**src/rtl/spi_mem_pkg.sv**
```systemverilog
// Shared command encodings and FSM state type for the SPI-attached memory bank.
package spi_mem_pkg;
  localparam int CMD_W = 2;

  localparam logic [CMD_W-1:0] CMD_WADDR = 2'b00;
  localparam logic [CMD_W-1:0] CMD_WDATA = 2'b01;
  localparam logic [CMD_W-1:0] CMD_RADDR = 2'b10;
  localparam logic [CMD_W-1:0] CMD_RNEXT = 2'b11;

  typedef enum logic [1:0] {
    ST_IDLE = 2'd0,
    ST_RD   = 2'd1,
    ST_TX   = 2'd2
  } state_t;
endpackage

```
**src/rtl/spi_mem_array.sv**
```systemverilog
// Synchronous single-port RAM with registered read data; kept separate so an SRAM macro can replace it.
module spi_mem_array #(
  parameter int DATA_W    = 8,
  parameter int ADDR_W    = 8,
  parameter int MEM_DEPTH = 2**ADDR_W
) (
  input  logic              clk,
  input  logic              we,
  input  logic              re,
  input  logic [ADDR_W-1:0] addr,
  input  logic [DATA_W-1:0] wdata,
  output logic [DATA_W-1:0] rdata
);
  logic [DATA_W-1:0] mem [MEM_DEPTH];

  always_ff @(posedge clk) begin
    if (we) mem[addr] <= wdata;
    if (re) rdata <= mem[addr];
  end
endmodule

```
**src/rtl/spi_mem_bank.sv**
```systemverilog
// Command-decoding memory slave between the SPI deserialiser and serialiser, with auto-increment bursts.
module spi_mem_bank
  import spi_mem_pkg::*;
#(
  parameter int DATA_W    = 8,
  parameter int ADDR_W    = 8,
  parameter int MEM_DEPTH = 2**ADDR_W,
  localparam int PAY_W    = (ADDR_W > DATA_W) ? ADDR_W : DATA_W
) (
  input  logic                   clk,
  input  logic                   rst_n,
  input  logic                   cs_n,
  input  logic                   rx_valid,
  output logic                   rx_ready,
  input  logic [CMD_W+PAY_W-1:0] din,
  output logic [DATA_W-1:0]      dout,
  output logic                   tx_valid,
  input  logic                   tx_ready,
  output logic                   err
);
  localparam logic [ADDR_W:0] DEPTH_V = (ADDR_W+1)'(MEM_DEPTH);
  localparam logic [ADDR_W:0] LAST_V  = (ADDR_W+1)'(MEM_DEPTH - 1);

  function automatic logic in_range(input logic [ADDR_W-1:0] a);
    return {1'b0, a} < DEPTH_V;
  endfunction

  // Wrap at the populated depth, not at the address-space limit.
  function automatic logic [ADDR_W-1:0] next_addr(input logic [ADDR_W-1:0] a);
    if ({1'b0, a} >= LAST_V) return '0;
    return a + ADDR_W'(1);
  endfunction

  state_t            state, state_nx;
  logic              rd_ph;
  logic [ADDR_W-1:0] wr_addr, rd_addr, rd_iss;
  logic              wr_ok, rd_ok;
  logic [DATA_W-1:0] ram_rdata;

  logic [CMD_W-1:0]  cmd;
  logic [PAY_W-1:0]  pay;
  logic [ADDR_W-1:0] pay_addr;
  logic [DATA_W-1:0] pay_data;
  logic              accept, rd_start, ram_we;

  assign cmd      = din[CMD_W+PAY_W-1:PAY_W];
  assign pay      = din[PAY_W-1:0];
  assign pay_addr = pay[ADDR_W-1:0];
  assign pay_data = pay[DATA_W-1:0];

  assign rx_ready = rst_n && (state == ST_IDLE);
  assign tx_valid = (state == ST_TX);
  assign accept   = rx_valid && rx_ready && !cs_n;
  assign rd_start = accept && ((cmd == CMD_RADDR) || (cmd == CMD_RNEXT && rd_ok));
  assign ram_we   = accept && (cmd == CMD_WDATA) && wr_ok && in_range(wr_addr);

  spi_mem_array #(.DATA_W(DATA_W), .ADDR_W(ADDR_W), .MEM_DEPTH(MEM_DEPTH)) u_array (
    .clk   (clk),
    .we    (ram_we),
    .re    ((state == ST_RD) && !rd_ph),
    .addr  ((state == ST_RD) ? rd_iss : wr_addr),
    .wdata (pay_data),
    .rdata (ram_rdata)
  );

  always_comb begin
    state_nx = state;
    case (state)
      ST_IDLE: if (rd_start) state_nx = ST_RD;
      ST_RD:   if (rd_ph) state_nx = ST_TX;
      ST_TX:   if (tx_ready) state_nx = ST_IDLE;
      default: state_nx = ST_IDLE;
    endcase
    if (cs_n) state_nx = ST_IDLE;
  end

  // RD spans two cycles: RAM access, then capture into dout.
  always_ff @(posedge clk or negedge rst_n) begin
    if (!rst_n) begin
      state <= ST_IDLE;
      rd_ph <= 1'b0;
    end else begin
      state <= state_nx;
      rd_ph <= (state == ST_RD) && !rd_ph && !cs_n;
    end
  end

  always_ff @(posedge clk or negedge rst_n) begin
    if (!rst_n) begin
      wr_addr <= '0;
      rd_addr <= '0;
      rd_iss  <= '0;
      wr_ok   <= 1'b0;
      rd_ok   <= 1'b0;
      err     <= 1'b0;
      dout    <= '0;
    end else begin
      if (state == ST_RD && rd_ph && !cs_n) dout <= in_range(rd_iss) ? ram_rdata : '0;
      if (cs_n) begin
        wr_ok <= 1'b0;
        rd_ok <= 1'b0;
      end else if (accept) begin
        case (cmd)
          CMD_WADDR: begin
            wr_addr <= pay_addr;
            wr_ok   <= 1'b1;
          end
          CMD_WDATA: begin
            if (!wr_ok) err <= 1'b1;
            else begin
              if (!in_range(wr_addr)) err <= 1'b1;
              wr_addr <= next_addr(wr_addr);
            end
          end
          CMD_RADDR: begin
            rd_ok   <= 1'b1;
            rd_iss  <= pay_addr;
            rd_addr <= next_addr(pay_addr);
            if (!in_range(pay_addr)) err <= 1'b1;
          end
          default: begin
            if (!rd_ok) err <= 1'b1;
            else begin
              rd_iss  <= rd_addr;
              rd_addr <= next_addr(rd_addr);
              if (!in_range(rd_addr)) err <= 1'b1;
            end
          end
        endcase
      end
    end
  end
endmodule

```
**config.mk**
```make
export PLATFORM = sky130hd
export DESIGN_NAME = spi_mem_bank
export DESIGN_NICKNAME = d
export VERILOG_FILES = /design/src/rtl/spi_mem_pkg.sv /design/src/rtl/spi_mem_array.sv /design/src/rtl/spi_mem_bank.sv
export SDC_FILE = /design/constraint.sdc
export NUM_CORES = 2
export LEC_CHECK = 0
export BUFFER_PORTS_ARGS = -buffer_cell sky130_fd_sc_hd__buf_2
export CELL_PAD_IN_SITES_DETAIL_PLACEMENT = 1
export CELL_PAD_IN_SITES_GLOBAL_PLACEMENT = 1
export CORE_MARGIN = 2
export CORE_UTILIZATION = 50
export CTS_BUF_LIST = sky130_fd_sc_hd__clkbuf_8 sky130_fd_sc_hd__clkbuf_16
export CTS_CLUSTER_SIZE = 24
export DETAILED_ROUTE_END_ITERATION = 8
export PLACE_DENSITY = 0.73
export SLEW_MARGIN = 20
export SYNTH_ARGS = -nofsm -noshare
export SYNTH_HDL_FRONTEND = slang
export SYNTH_SLANG_ARGS = --single-unit
```
**constraint.sdc**
```tcl
create_clock -name clk -period 3.5 [get_ports clk]
set_clock_uncertainty 0.05 [all_clocks]
set_input_delay 0.175 -clock clk [delete_from_list [all_inputs] [get_ports clk]]
set_output_delay 0.175 -clock clk [all_outputs]
set_load 0.005 [all_outputs]
```
# After elaboration in Yosys (flattened, before gate mapping)
# Memories as Yosys holds them, arrays and structs flattened. A register that Yosys moved wholly into a read port is not among the register bits.
# Index checks and enable logic that the tools add are counted.
dict set report totals {
  ramBits 2048
  inputBits 15
  romBits 0
  n_memories 1
  latchBits 0
  register_bits 38
  wordCells 103
  out_inout_bits 11
}
# name depth word_bits rd rd_ports_with_merged_regs wr line
set memory_table {}
lappend memory_table {u_array.mem 256 8 1 1 1 spi_mem_array.sv:14} ;# logic [DATA_W-1:0] mem [MEM_DEPTH];
dict set report op_classes {
  muxes 43
  addsub 3
  div_mod_pow 0
  n_reduce_logical 30
  order_cmp 3
  mul 0
  n_shift 0
  bitwise 3
  eq_ne 11
}
# cell n
set ops {}
lappend ops {{2-to-1 mux 8 bit} 10}
lappend ops {{one-hot mux 8 bit (2 select lines)} 3}
lappend ops {{adder 8 x 1 -> 8 bit (second input constant)} 3}
lappend ops {{greater-or-equal comparator 8 bit (second input constant)} 3}
lappend ops {{2-to-1 mux 1 bit} 24}
lappend ops {{logical AND 1 bit} 11}
lappend ops {{nonzero test 2 bit} 5}
lappend ops {{2-to-1 mux 2 bit} 4}
lappend ops {{AND reduction 4 bit} 2}
lappend ops {{equality test 2 bit (second input constant)} 3}
lappend ops {{!= test 3 bit (second input constant)} 2}
lappend ops {{one-hot mux 2 bit (3 select lines)} 1}
lappend ops {{AND reduction 5 bit} 1}
lappend ops {{equality test 2 x 1 -> 1 bit (second input constant)} 2}
lappend ops {{logical NOT 2 bit} 2}
lappend ops {{!= test 2 bit (second input constant)} 2}
lappend ops {{AND reduction 2 bit} 2}
lappend ops {{OR reduction 2 bit} 2}
lappend ops {{!= test 3 x 2 -> 1 bit (second input constant)} 1}
lappend ops {{inverter 1 bit} 3}
lappend ops {{AND reduction 3 bit} 1}
lappend ops {{OR reduction 3 bit} 1}
lappend ops {{logical NOT 1 bit} 2}
lappend ops {{!= test 2 x 1 -> 1 bit (second input constant)} 1}
lappend ops {{2 further kinds} 2}

# Logic depth before layout (Yosys ltp)
dict set report logic_depth {
  ltp_word 9
  depth_mapped 11
  depth_no_buf 8
}

# Cells and area by module
# A second synthesis with hierarchy kept.
dict set report hier_totals {
  hier_cells 3791
  hier_area_um2 80808.8
}
# module cells_each seq_area_each_um2 area_each_um2 instances
set by_module_without_submodules {}
lappend by_module_without_submodules {spi_mem_array 3547 61739.2 78572.9 1}
lappend by_module_without_submodules {spi_mem_bank 244 950.9 2235.9 1}

# Worst setup path before layout
# Ideal clock, no wire load.
dict set report synth_path {
  path_type {reg2reg}
  from {reg rd_iss[1]}
  to {mem u_array.mem[220][0], enable pin}
  path_slack_ps 293
  path_stages_with_launch 10
  setup_time_ps 370
  arrival_time_ps 2786
  path_cell_list {dfrtp_1 > or4b_2 > o31ai_2 > clkbuf_1 > buf_4 > buf_4 > and2b_1 > nand2_1 > clkbuf_1 > nor2_1}
}
dict set report synth_via {
  elab_chain_cells 1
}
# item line
set synth_lines {}
lappend synth_lines {{start: declaration} spi_mem_bank.sv:36} ;# logic [ADDR_W-1:0] wr_addr, rd_addr, rd_iss;
lappend synth_lines {{start signal: assignment} spi_mem_bank.sv:117} ;# rd_iss <= pay_addr;
lappend synth_lines {{start signal: assignment} spi_mem_bank.sv:124} ;# rd_iss <= rd_addr;
lappend synth_lines {{2-to-1 mux 8 bit} spi_mem_bank.sv:61} ;# .addr ((state == ST_RD) ? rd_iss : wr_addr),
lappend synth_lines {{end: declaration} spi_mem_array.sv:14}
# Every way passes these cells.

# Worst setup path after layout
dict set report layout_path {
  from {reg state[0]}
  to {reg u_array.rdata[2], read port of u_array.mem (data pin)}
}
dict set report layout_via {
  elab_chain_cells 2
  word_cells_on_any_way 3
}
# item line
set layout_lines {}
lappend layout_lines {{start: declaration} spi_mem_bank.sv:34} ;# state_t state, state_nx;
lappend layout_lines {{start signal: assignment} spi_mem_bank.sv:83} ;# state <= state_nx;
lappend layout_lines {{equality test 2 x 1 -> 1 bit (*)} {spi_mem_bank.sv:60, spi_mem_bank.sv:61}}
lappend layout_lines {{2-to-1 mux 8 bit / logical AND 1 bit (equally long branches)} {spi_mem_bank.sv:61, spi_mem_bank.sv:60}}
lappend layout_lines {{end: declaration} spi_mem_array.sv:12} ;# output logic [DATA_W-1:0] rdata
# Mark *: on every way between the ends. The rest lies on a longest branch, timed or not.
# A chain may end at the register's enable or synchronous reset.

==> impl_results.md <==
* Result of the run: finished with violations
* Violations in the final reports: setup timing
* TritonCTS Sinks at between 2k and 2.5k
* First-pass GRT wire length at between 300000 and 400000 um
* Starting density of the core at about half
* Setup Viol. Count Final at 7
* Global-route usage over all layers at between 30 and 40%
* Insertion delay of the later-clocked pin in the worst-skew pair at 0.84 ns
* Fraction of registers with async set or reset after synthesis at between 1.5 and 2%
* Register area at ~63000 sq um
* R2r endpoint: u_array.rdata[2]
* Cell leakage power at 0.03063 uW
* Floorplan Core Area at 154200 sq um
* Share of power burned in combinational logic at a little over a fifth
* Int Power at roughly 46000 uW
* Number of synthesized register bits at approximately 2.1k
* Number of nets in the finished design at approximately 5k
* Clock transition at the register clock pins on the worst setup and hold paths after CTS at 0.06 ns
* Number of antenna violations at the first check in global routing at 6
* CTS tree: yes
* Count of flip-flops with a built-in enable after synthesis at between 2k and 2.5k
* Sw frac at between 20% and 30%
* Netlist cell types at 54
* Hold path depth at 3
* Reg2Reg Depth at 12
* Horizontal die dimension at roughly 400 um
* Post-detailed-route DRC marker count at 0
* Primary FF master, synth: edfxtp_1
* Number of buffers created by CTS at about 200
* WP data required at ~4.0 ns
* Chip Height at 398.3 um
* Overflow left after global routing at 0
* Largest net degree at the start of global routing at 197
* Slew Limit Fails at 0
* Worst Setup End Kind: register
* Critical hold path startpoint: cs_n
* Slack of the critical path at -0.1291 ns
* Hold violation count in the final report at 0
* Total net switching power at 18030 uW
* HPWL Detailed at between 100000 and 150000 um
* Destination of the worst hold path: rd_ph
* Count of routing violations after the opening detailed-route iteration at about 6.8k
* Buffers added on ports at 25
* Peak supply drop at around 0.00054 V
* MaxCap Viol Count at 0
* Pwr per Cell Area at between 600 and 700 nW/um^2
* Number of nets with antenna violations after routing at 0
* Buffer depth of the longest clock path at 3
* Synth Cell Area at about 80000 sq um
* Critical path type: reg -> reg
* Worst reg2reg startpoint: state[0]
* Endpoint arrival time on the critical path at 4.16 ns
* Row count at 144
* HP Class: in -> reg
* Actual transition at the worst max-transition pin at ~1.3 ns
* Setup repair after global routing missed its margin: true
* Routability congestion estimate from global placement at 0.8873
* Most common cell after layout, fill and taps aside: edfxtp_1
* Mean instance size in the synthesized netlist at roughly 18 sq um
* Period utilization at 103.7%
* Startpoint kind of the worst setup timing path: register
* Commonest non-fill, non-tap cells in the layout: edfxtp_1 (2056), buf_4 (519), a22o_1 (515), a221oi_1 (376), nor2_1 (277)
* Synth Net Count at ~4.3k
* Routed length per placed instance at about 34 um
* Worst R2R Setup Slack at -0.13 ns
* Final hold slack at 0.1727 ns
* Fillcell total at between 10k and 15k
* Root buffer selected by CTS: clkbuf_16
* Average via count per standard cell at 6.799
* Area added between synthesis and finish at 20.19%
* Iteration count of the initial detailed-routing pass at 6
* Sequential cell area fraction in the yosys report at between 80% and 90%
* Max FO, Critical Path at 45
* Sequential cell fraction of total power at ~44%
* Via count of the first global-routing pass at just under 50k
* Normalized max-slew margin at about 15%
* Htree depth at 4
* Proportion of layout cells with a drive suffix above 1 at a little under a quarter
* IO Pins at 26
* DR vias at between 40k and 50k
* Fmax at 275.5 MHz
* Die Area at 158600 sq um
* Crit path time final at between 3 and 4 ns
* Final design utilization at between 60% and 70%
* Total area of multi-input combinational cells at approximately 15000 sq um
* Part of the total power dissipated in the clock network at a little over a third
* Mapped Cells at around 4.3k
* Worst slack, placed at -0.5601 ns
* Final WL at around 240000 um
* Yosys Warn Count at 0
## per-layer routing
metal	track usage [%]	part of all wire (%)
met1	39.69	38
met2	49.70	49
met3	5.633	8.6
met4	13.51	4.6
met5	0	0.016
## logic make-up (layout without fill, tap and decap cells)
logic type | count (synthesis) | count (layout) | share of synthesized area [%]
compound gates | 1391 | 1391 | 14.56
xor+xnor | 4 | 4 | 0.04508
fa+ha+maj | 3 | 3 | 0.04830
buf+inv | 332 | 1045 | 1.782
flops | 2094 | 2094 | 80.66
mux | 10 | 10 | 0.1465
other cells | 0 | 4 | 0
simple gates | 492 | 492 | 2.759
## critical path, stage by stage (launching register included)
cell	delay (ns)
dfrtp_1	0.40
nor2b_4	0.16
buf_4	0.15
mux2i_4	0.23
buf_12	0.20
buf_12	0.20
buf_12	0.20
a221oi_1	0.43
o22ai_1	0.23
nor4_2	0.33
buf_4	0.21
a21oi_1	0.14
a2111o_1	0.39
## final cells by class
cell class	instances	share of cell area, %
Sequential cell	2094	67.11
Multi-Input combinational cell	1900	16.38
Timing Repair Buffer	651	6.446
Clock buffer	210	5.601
Tap cell	2044	2.738
Clock inverter	173	1.669
Inverter	11	0.04420
Antenna cell	4	0.01072
## worst max path at each step
stage	start	to	slack (ns)	cells past startpoint
detailed placement	state[1]	u_array.rdata[3]	-0.56	10
global placement	state[1]	u_array.rdata[3]	-0.48	10
CTS	state[0]	u_array.rdata[4]	-0.004	13
floorplan	rd_iss[1]	u_array.mem[220][0]	0.29	9
finish	state[0]	u_array.rdata[2]	-0.13	12
global route	state[1]	u_array.rdata[5]	-0.15	12
## sequential cells by signal, indices dropped and copies added (netlist names)
| register | flops |
|---|---|
| rd_ok | 1 |
| rd_addr | 8 |
| dout | 8 |
| rd_ph | 1 |
| wr_addr | 8 |
| u_array.mem | 2048 |
| wr_ok | 1 |
| state | 2 |
| err | 1 |
| rd_iss | 8 |
| u_array.rdata | 8 |
## repair_timing
item / in CTS / in global routing
hold buffers: 16 / 0
gates resized for setup: 125 / 143
endpoints found under the setup margin: 90 / 28
pin swaps: 20 / 34
buffers inserted: 11 / 4
endpoints found under the hold margin: 528 / 0
cloned: 2 / 2
## per-stage QoR
stage / area (sq um) / instances / setup TNS [ns] / total power (uW)
2_1_floorplan: 77720 / 4326 / 0 / 34590
3_3_place_gp: 84570 / 6666 / -2.091 / 39870
3_5_place_dp: 84580 / 6666 / -3.962 / 40240
4_1_cts: 92450 / 7077 / -0.004378 / 63040
5_1_grt: 93410 / 7083 / -2.259 / 65300
6_report: 93420 / 7087 / -0.6512 / 63740
## cell usage after synthesis, types with 6 or more instances
library cell	n	area (sq um)
edfxtp_1	2056	61740
a22o_1	515	4511
a221oi_1	513	4493
nor2_1	279	1047
o22ai_1	258	1614
clkbuf_1	214	803.3
nand2_1	94	352.8
buf_2	84	420.4
nor4_1	64	400.4
dfrtp_1	38	950.9
a21oi_1	27	135.1
o21ai_0	21	105.1
nand3_1	18	90.09
buf_1	16	60.06
a31oi_1	13	81.33
inv_1	11	41.29
a2111o_1	8	90.09
a21boi_1	8	60.06
mux2_2	8	90.09
nor2b_1	8	50.05
o31ai_1	8	60.06
nand2b_1	6	37.54
## power by group through the flow
stage / combinational (uW) / clock (uW) / sequential, uW
6_report: 13500 / 22400 / 27800
3_3_place_gp: 11600 / 0 / 28300
4_1_cts: 12700 / 22500 / 27800
2_1_floorplan: 6350 / 0 / 28200
5_1_grt: 14100 / 23400 / 27800
3_5_place_dp: 11900 / 0 / 28300
Power figures use the tool's default switching activity.
